===== src/rtl/branch_sched_pkg.sv =====
// Shared encodings for the ID-stage branch scheduler: branch classes,
// comparator results and scheduler FSM states.
// Raw branch codes above JR decode to NONE via decode_type().
package branch_sched_pkg;

    typedef enum logic [3:0] {
        BR_NONE = 4'd0,
        BR_BEQ  = 4'd1,
        BR_BNE  = 4'd2,
        BR_BLEZ = 4'd3,
        BR_BGTZ = 4'd4,
        BR_BLTZ = 4'd5,
        BR_BGEZ = 4'd6,
        BR_J    = 4'd7,
        BR_JAL  = 4'd8,
        BR_JR   = 4'd9
    } br_type_e;

    typedef enum logic [1:0] {
        CMP_EQ   = 2'b00,
        CMP_BIG  = 2'b01,
        CMP_LESS = 2'b10
    } cmp_res_e;

    typedef enum logic {
        ST_IDLE = 1'b0,
        ST_WAIT = 1'b1
    } state_e;

    // Unused encodings 10..15 behave exactly like NONE.
    function automatic br_type_e decode_type(input logic [3:0] raw);
        if (raw > 4'd9) begin
            return BR_NONE;
        end
        return br_type_e'(raw);
    endfunction

endpackage


===== src/rtl/branch_sched_if.sv =====
// ID-stage <-> branch scheduler bundle: decoded branch, forwarded operands,
// stall back to IF/ID and the registered redirect/link pulses toward IF.
// master = decoder/hazard side, slave = branch_sched.
interface branch_sched_if;
    logic        id_valid;
    logic [3:0]  id_br_type;
    logic [31:0] id_pc;
    logic [15:0] id_imm16;
    logic [25:0] id_index;
    logic [31:0] rs_data;
    logic [31:0] rt_data;
    logic        rs_ready;
    logic        rt_ready;
    logic        id_flush;
    logic        stall;
    logic        redirect_valid;
    logic [31:0] redirect_pc;
    logic        link_valid;
    logic [31:0] link_pc;

    modport master (
        output id_valid, id_br_type, id_pc, id_imm16, id_index,
               rs_data, rt_data, rs_ready, rt_ready, id_flush,
        input  stall, redirect_valid, redirect_pc, link_valid, link_pc
    );

    modport slave (
        input  id_valid, id_br_type, id_pc, id_imm16, id_index,
               rs_data, rt_data, rs_ready, rt_ready, id_flush,
        output stall, redirect_valid, redirect_pc, link_valid, link_pc
    );
endinterface


===== src/rtl/branch_sched_cmp.sv =====
// Signed 32-bit comparator: reports a==b, a>b or a<b.
// Purely combinational, zero latency.
// No flow control.
module branch_sched_cmp
    import branch_sched_pkg::*;
(
    input  logic [31:0] a,
    input  logic [31:0] b,
    output cmp_res_e    res
);

    // Equality first, then signed magnitude.
    always_comb begin
        res = CMP_LESS;
        if (a == b) begin
            res = CMP_EQ;
        end else if ($signed(a) > $signed(b)) begin
            res = CMP_BIG;
        end
    end

endmodule


===== src/rtl/branch_sched.sv =====
// Holds an ID-stage branch/jump until its operands are final, resolves it and issues a PC redirect.
// Redirect/link pulse one cycle after the resolve cycle; stall is combinational in the same cycle.
// Asserts stall while a needed operand is not ready; id_flush drops the held branch.
module branch_sched
    import branch_sched_pkg::*;
#(
    parameter int CNT_W = 32
) (
    input  logic             clk,
    input  logic             reset_n,
    branch_sched_if.slave    bus,
    output logic [CNT_W-1:0] br_total,
    output logic [CNT_W-1:0] br_taken
);

    state_e      state;
    br_type_e    br_type;
    cmp_res_e    cmp_res;
    logic        is_br, need_rs, need_rt, needs_met;
    logic        held, resolve, taken, zero_cmp;
    logic [31:0] cmp_b, pc_plus4, br_target, target;
    logic        redirect_valid_q, link_valid_q;
    logic [31:0] redirect_pc_q, link_pc_q;

    assign br_type   = decode_type(bus.id_br_type);
    assign is_br     = (br_type != BR_NONE);
    assign pc_plus4  = bus.id_pc + 32'd4;
    assign br_target = pc_plus4 + {{14{bus.id_imm16[15]}}, bus.id_imm16, 2'b00};

    // Operand needs per branch class; single-operand classes compare against zero.
    always_comb begin
        need_rs  = 1'b0;
        need_rt  = 1'b0;
        zero_cmp = 1'b1;
        case (br_type)
            BR_BEQ, BR_BNE: begin
                need_rs  = 1'b1;
                need_rt  = 1'b1;
                zero_cmp = 1'b0;
            end
            BR_BLEZ, BR_BGTZ, BR_BLTZ, BR_BGEZ, BR_JR: need_rs = 1'b1;
            default: ;
        endcase
    end

    assign needs_met = (!need_rs || bus.rs_ready) && (!need_rt || bus.rt_ready);
    // A branch occupies the scheduler when already waiting or newly presented in IDLE.
    assign held      = (state == ST_WAIT) || (bus.id_valid && is_br);
    assign resolve   = held && needs_met && !bus.id_flush;
    assign bus.stall = held && !needs_met && !bus.id_flush;
    assign cmp_b     = zero_cmp ? 32'd0 : bus.rt_data;

    branch_sched_cmp u_cmp (
        .a   (bus.rs_data),
        .b   (cmp_b),
        .res (cmp_res)
    );

    // Taken decision and target selection from the comparator result.
    always_comb begin
        taken  = 1'b0;
        target = br_target;
        case (br_type)
            BR_BEQ:  taken = (cmp_res == CMP_EQ);
            BR_BNE:  taken = (cmp_res != CMP_EQ);
            BR_BLEZ: taken = (cmp_res == CMP_EQ) || (cmp_res == CMP_LESS);
            BR_BGTZ: taken = (cmp_res == CMP_BIG);
            BR_BLTZ: taken = (cmp_res == CMP_LESS);
            BR_BGEZ: taken = (cmp_res == CMP_EQ) || (cmp_res == CMP_BIG);
            BR_J, BR_JAL: begin
                taken  = 1'b1;
                target = {pc_plus4[31:28], bus.id_index, 2'b00};
            end
            BR_JR: begin
                taken  = 1'b1;
                target = bus.rs_data;
            end
            default: ;
        endcase
    end

    // FSM, registered redirect/link pulses and saturating statistics.
    always_ff @(posedge clk or negedge reset_n) begin
        if (!reset_n) begin
            state            <= ST_IDLE;
            redirect_valid_q <= 1'b0;
            redirect_pc_q    <= 32'd0;
            link_valid_q     <= 1'b0;
            link_pc_q        <= 32'd0;
            br_total         <= '0;
            br_taken         <= '0;
        end else begin
            case (state)
                ST_IDLE: if (bus.id_valid && is_br && !bus.id_flush && !needs_met) state <= ST_WAIT;
                ST_WAIT: if (bus.id_flush || needs_met) state <= ST_IDLE;
                default: state <= ST_IDLE;
            endcase
            redirect_valid_q <= resolve && taken;
            link_valid_q     <= resolve && taken && (br_type == BR_JAL);
            if (resolve && taken) begin
                redirect_pc_q <= target;
            end
            if (resolve && taken && (br_type == BR_JAL)) begin
                link_pc_q <= bus.id_pc + 32'd8;
            end
            if (resolve && (br_total != '1)) begin
                br_total <= br_total + 1'b1;
            end
            if (resolve && taken && (br_taken != '1)) begin
                br_taken <= br_taken + 1'b1;
            end
        end
    end

    assign bus.redirect_valid = redirect_valid_q;
    assign bus.redirect_pc    = redirect_pc_q;
    assign bus.link_valid     = link_valid_q;
    assign bus.link_pc        = link_pc_q;

endmodule


===== src/flat_wrapper.sv =====
// flat-port wrapper written by rule: the top's interface ports become plain ports
module branch_sched_flat import branch_sched_pkg::*;
#(
    parameter int CNT_W = 32
)
  (clk, reset_n, br_total, br_taken, bus_id_valid, bus_id_br_type, bus_id_pc, bus_id_imm16, bus_id_index, bus_rs_data, bus_rt_data, bus_rs_ready, bus_rt_ready, bus_id_flush, bus_stall, bus_redirect_valid, bus_redirect_pc, bus_link_valid, bus_link_pc);
  branch_sched_if bus_i ();
  input  logic clk;
  input  logic reset_n;
  output logic [CNT_W-1:0] br_total;
  output logic [CNT_W-1:0] br_taken;
  input wire logic [$bits(bus_i.id_valid)-1:0] bus_id_valid;
  input wire logic [$bits(bus_i.id_br_type)-1:0] bus_id_br_type;
  input wire logic [$bits(bus_i.id_pc)-1:0] bus_id_pc;
  input wire logic [$bits(bus_i.id_imm16)-1:0] bus_id_imm16;
  input wire logic [$bits(bus_i.id_index)-1:0] bus_id_index;
  input wire logic [$bits(bus_i.rs_data)-1:0] bus_rs_data;
  input wire logic [$bits(bus_i.rt_data)-1:0] bus_rt_data;
  input wire logic [$bits(bus_i.rs_ready)-1:0] bus_rs_ready;
  input wire logic [$bits(bus_i.rt_ready)-1:0] bus_rt_ready;
  input wire logic [$bits(bus_i.id_flush)-1:0] bus_id_flush;
  output wire logic [$bits(bus_i.stall)-1:0] bus_stall;
  output wire logic [$bits(bus_i.redirect_valid)-1:0] bus_redirect_valid;
  output wire logic [$bits(bus_i.redirect_pc)-1:0] bus_redirect_pc;
  output wire logic [$bits(bus_i.link_valid)-1:0] bus_link_valid;
  output wire logic [$bits(bus_i.link_pc)-1:0] bus_link_pc;
  assign bus_i.id_valid = bus_id_valid;
  assign bus_i.id_br_type = bus_id_br_type;
  assign bus_i.id_pc = bus_id_pc;
  assign bus_i.id_imm16 = bus_id_imm16;
  assign bus_i.id_index = bus_id_index;
  assign bus_i.rs_data = bus_rs_data;
  assign bus_i.rt_data = bus_rt_data;
  assign bus_i.rs_ready = bus_rs_ready;
  assign bus_i.rt_ready = bus_rt_ready;
  assign bus_i.id_flush = bus_id_flush;
  assign bus_stall = bus_i.stall;
  assign bus_redirect_valid = bus_i.redirect_valid;
  assign bus_redirect_pc = bus_i.redirect_pc;
  assign bus_link_valid = bus_i.link_valid;
  assign bus_link_pc = bus_i.link_pc;
  branch_sched #(.CNT_W(CNT_W)) u_core (.clk(clk), .reset_n(reset_n), .bus(bus_i), .br_total(br_total), .br_taken(br_taken));
endmodule

===== config.mk =====
export PLATFORM = sky130hd
export DESIGN_NAME = branch_sched_flat
export DESIGN_NICKNAME = d
export VERILOG_FILES = /design/src/rtl/branch_sched_pkg.sv /design/src/rtl/branch_sched_if.sv /design/src/rtl/branch_sched_cmp.sv /design/src/rtl/branch_sched.sv /design/src/flat_wrapper.sv
export SDC_FILE = /design/constraint.sdc
export NUM_CORES = 1
export LEC_CHECK = 0
export BUFFER_PORTS_ARGS = -buffer_cell sky130_fd_sc_hd__buf_2
export CAP_MARGIN = 10
export CORE_MARGIN = 2
export CORE_UTILIZATION = 45
export DETAILED_ROUTE_END_ITERATION = 10
export MAX_ROUTING_LAYER = met4
export PLACE_DENSITY = 0.71
export SYNTH_ARGS = -nofsm -noshare
export SYNTH_HDL_FRONTEND = slang
export SYNTH_SLANG_ARGS = --single-unit

===== constraint.sdc =====
create_clock -name clk -period 6.6 [get_ports clk]
set_input_delay 0.99 -clock clk [delete_from_list [all_inputs] [get_ports clk]]
set_output_delay 0.99 -clock clk [all_outputs]
set_load 0.005 [all_outputs]

==> impl_results.rst <==
.. list-table::
   :header-rows: 1

   * - Metric
     - Value
   * - Result of the run
     - complete, no violations
   * - Max-cap viol count
     - 0
   * - Accumulated negative setup slack
     - 0 ps
   * - Cts repair resizes
     - 0
   * - Number of flops mapped to enable cells by yosys
     - 0
   * - Endpoint of the most critical register-to-register path
     - u_core.br_taken[31]
   * - Clock sink count
     - 131
   * - Sequential cell fraction of total power
     - 38.4%
   * - Worst EP arrival
     - 5160 ps
   * - Category of the critical setup timing path
     - input port to flip-flop
   * - Wire length of the first global-routing pass
     - 44,300 um
   * - Part of the Yosys area used for sequential elements
     - 34.4%
   * - Layout cell share with drive strength beyond 1
     - 28.3%
   * - Nature of the critical path startpoint
     - input port
   * - Clock-pin slew on the worst setup and hold paths
     - 70 ps
   * - Buf/Inv on CP
     - 1
   * - Root buffer cell
     - sky130_fd_sc_hd__clkbuf_16
   * - Final Hold Viols
     - 0
   * - Total power consumption of the routed design
     - 2.64 mW
   * - Switching component of the power
     - 0.896 mW
   * - Die ar.
     - 0.0223 sq mm
   * - Critical Path RT
     - 6930 ps
   * - Setup repair after global routing missed its margin
     - false
   * - Most instantiated flip-flop cell in the synthesis netlist
     - sky130_fd_sc_hd__dfrtp_1
   * - Leakage dissipation
     - 5.72 nW
   * - Delay of the slowest critical-path stage
     - 570 ps
   * - Share of async-settable or async-resettable flops after synthesis
     - 100%
   * - Via/cell ratio
     - 5.55
   * - Hold Crit Depth
     - 1
   * - Syn Inst Count
     - 1,026
   * - Total overflow reported by the global router
     - 0
   * - Post-route fraction of the period consumed by the critical path
     - 73.1%
   * - Synth warnings
     - 0
   * - Hold Buf Count CTS
     - 0
   * - Clock latency reported for the late side of the worst-skew pair
     - 420 ps
   * - # port buffers
     - 278
   * - Finished Layout Cells
     - 1,582
   * - Number of setup violations in the final report
     - 0
   * - Synthesized flop and latch total
     - 131
   * - Number of global-route vias before repair
     - 8,599
   * - Pre-antenna DRT Iters
     - 5
   * - NumNets Final
     - 1,504
   * - Detailed placement HPWL
     - 21,800 um
   * - Count of buffers added by post-CTS timing repair for setup
     - 0
   * - GP Congestion
     - 0.973
   * - Cell with the biggest individual delay on the critical path
     - sky130_fd_sc_hd__nor4_2
   * - Layout area overhead
     - 22.5%
   * - Area of the core
     - 0.0209 sq mm
   * - CTS tree
     - done
   * - Share of total power in combinational logic
     - 27.4%
   * - Library cell appearing most often on the critical path
     - sky130_fd_sc_hd__ha_1
   * - # H-tree levels
     - 4
   * - Worst Reg2Reg Path Length in Cells
     - 9
   * - Starting utilization of the core area
     - 45.6%
   * - First DRT Iteration DRCs
     - 457
   * - Total DRC errors in the routed layout
     - 0
   * - Capturing element type of the critical path
     - flip-flop
   * - Clock period minus final worst setup slack
     - 4830 ps
   * - Launch point of the worst reg-to-reg path
     - u_core.br_taken[6]
   * - Type of the most critical hold path
     - flip-flop to flip-flop
   * - Count of nets left with antenna violations after detail routing
     - 0
   * - Mean instance size in the synthesized netlist
     - 9.28 sq um
   * - Internal
     - 1.75 mW
   * - Pins Over Slew Limit
     - 0
   * - Total stage count of the critical path
     - 16
   * - List of cells traversed by the critical path
     - buf_2, ha_1, nand3_1, nor4_2, and3_1, nand2_1, xnor2_1, ha_1, nand4_1, or2_2, a2111oi_2, a2111oi_0, nor2_1, o41ai_1, or4b_1, a41oi_1
   * - Standard-cell row count
     - 53
   * - TritonCTS buffer count
     - 17
   * - Worst slew margin
     - 38.2%
   * - Transition time at the pin with the least slew margin
     - 927 ps
   * - Maximum buffer depth of the clock tree
     - 2
   * - Peak supply drop
     - 0.158 mV
   * - Die Y-Extent
     - 149 um
   * - Post-placement cell count
     - 1,546
   * - Critical path fanouts, max
     - 7
   * - Cell area after synthesis
     - 0.00952 sq mm
   * - Number of antenna violations at the first check in global routing
     - 4
   * - Net Sw Frac
     - 33.9%
   * - Gate family responsible for the most delay along the worst path
     - simple AND/OR/NAND/NOR gates
   * - Die width
     - 149 um
   * - Pwr/cell area
     - 226 mW/mm^2
   * - Endpoint with the worst hold slack
     - u_core.br_total[11]
   * - Ports placed on the boundary
     - 279
   * - Pin count of the biggest net entering global routing
     - 72
   * - Syn Nets
     - 1,240
   * - Detailed-route wire length per cell
     - 17.8 um
   * - Min-Delay Startpoint
     - u_core.br_total[11]
   * - Fmax achieved
     - 207 MHz
   * - Worst-case clock skew
     - 15.9 ps
   * - Combined global-route utilization of all metal layers
     - 25.9%
   * - Register-to-register setup slack
     - 3650 ps
   * - Number of unique standard cell types used by synthesis
     - 90
   * - Overall routed net length
     - 28,100 um
   * - Clock network fraction of design power
     - 34.2%
   * - Number of vias after detailed routing
     - 8,787
==> worst max path at each step <==
stage,startpoint,endpoint,slack [ps]
floorplan,bus_id_pc[2],u_core.bus.redirect_pc[30],1850
finish,bus_id_pc[4],u_core.bus.redirect_pc[30],1770
global route,bus_id_pc[4],u_core.bus.redirect_pc[30],1400
global placement,bus_id_pc[4],u_core.bus.redirect_pc[30],1520
detailed placement,bus_id_pc[4],u_core.bus.redirect_pc[30],1420
CTS,bus_id_pc[4],u_core.bus.redirect_pc[30],1830
==> cell usage in the layout (no fill, tap or decap), drive strengths merged, types with 4 or more instances in the layout <==
cell,synthesis,routed
a211o,4,4
ha,65,65
diode,0,4
a21o,17,17
and3,23,23
nor4,10,10
a221oi,18,18
o21a,4,4
clkbuf,27,18
xnor2,101,101
a211oi,5,5
dfrtp,131,131
mux2,32,32
o31ai,5,5
or2,5,5
and4,14,14
nor2,83,83
nor3,22,22
and2,9,9
a21oi,59,59
inv,17,24
a31oi,17,17
clkinv,0,7
buf,14,286
o21ai,23,23
or3,4,4
nand4,37,37
o211ai,5,5
nor2b,6,6
nand2,119,119
a22oi,14,14
xor2,37,37
a2111oi,5,5
nand3,50,50
==> metrics by stage <==
stage | setup slack, ps | util [%] | instance area [sq um] | hold slack [ps]
2_1_floorplan | 1850 | - | 9520 | 473
3_3_place_gp | 1520 | 53.2 | 11100 | 471
3_5_place_dp | 1420 | 53.2 | 11100 | 476
4_1_cts | 1830 | 55.8 | 11700 | 489
5_1_grt | 1400 | 55.8 | 11700 | 506
6_report | 1770 | 55.8 | 11700 | 485
==> final cells by class <==
cell class | instances | area [sq um]
Antenna cell | 4 | 10.0
Clock buffer | 18 | 429
Clock inverter | 14 | 119
Fill cell | 1950 | 9220
Inverter | 17 | 63.8
Multi-Input combinational cell | 837 | 5960
Sequential cell | 131 | 3280
Tap cell | 275 | 344
Timing Repair Buffer | 286 | 1460
==> power groups by stage <==
stage	registers, mW	logic [mW]	clock network, mW
finish	1.01	0.725	0.903
global route	1.03	0.807	0.960
CTS	1.01	0.725	0.919
detailed placement	1.02	0.722	0
global placement	1.02	0.711	0
floorplan	1.03	0.378	0
==> cell usage after synthesis (all sizes together), types with 6 or more instances <==
cell | count | area share [%]
a221oi | 18 | 1.7
and2 | 9 | 0.63
xnor2 | 101 | 9.4
nor3 | 22 | 1.3
xor2 | 37 | 3.5
nand3 | 50 | 2.8
a22oi | 14 | 1.2
dfrtp | 131 | 34
ha | 65 | 8.5
nor2 | 83 | 3.3
nor4 | 10 | 1.1
o21ai | 23 | 1.2
inv | 17 | 0.67
nand4 | 37 | 2.7
mux2 | 32 | 3.8
and3 | 23 | 1.6
a21oi | 59 | 3.1
nor2b | 6 | 0.39
nand2 | 119 | 4.8
a31oi | 17 | 1.1
a21o | 17 | 1.3
buf | 14 | 1.3
and4 | 14 | 1.3
clkbuf | 27 | 1.1
==> cell families after synthesis <==
| family | after synthesis | synth area share [%] |
|---|---|---|
| simple gates | 394 | 21.7 |
| compound gates | 203 | 14.8 |
| xor+xnor | 139 | 13.2 |
| flops | 131 | 34.4 |
| fa+ha+maj | 66 | 8.75 |
| buf+inv | 58 | 3.05 |
| mux | 35 | 4.10 |
==> registers in the layout (all words and copies together), names as in the netlist <==
register and count:
u_core.br_taken 32, u_core.br_total 32, u_core.bus.link_pc 32, u_core.bus.link_valid 1, u_core.bus.redirect_pc 32, u_core.bus.redirect_valid 1, u_core.state 1
==> layer usage <==
layer | vias up | routed length [um] | track usage [%]
li1 | 4285 | - | -
met1 | 4140 | 13100 | 35.2
met2 | 316 | 12600 | 38.8
met3 | 46 | 1700 | 4.66
met4 | 0 | 731 | 9.57
met5 | - | 0 | -
Power figures use the tool's default switching activity.
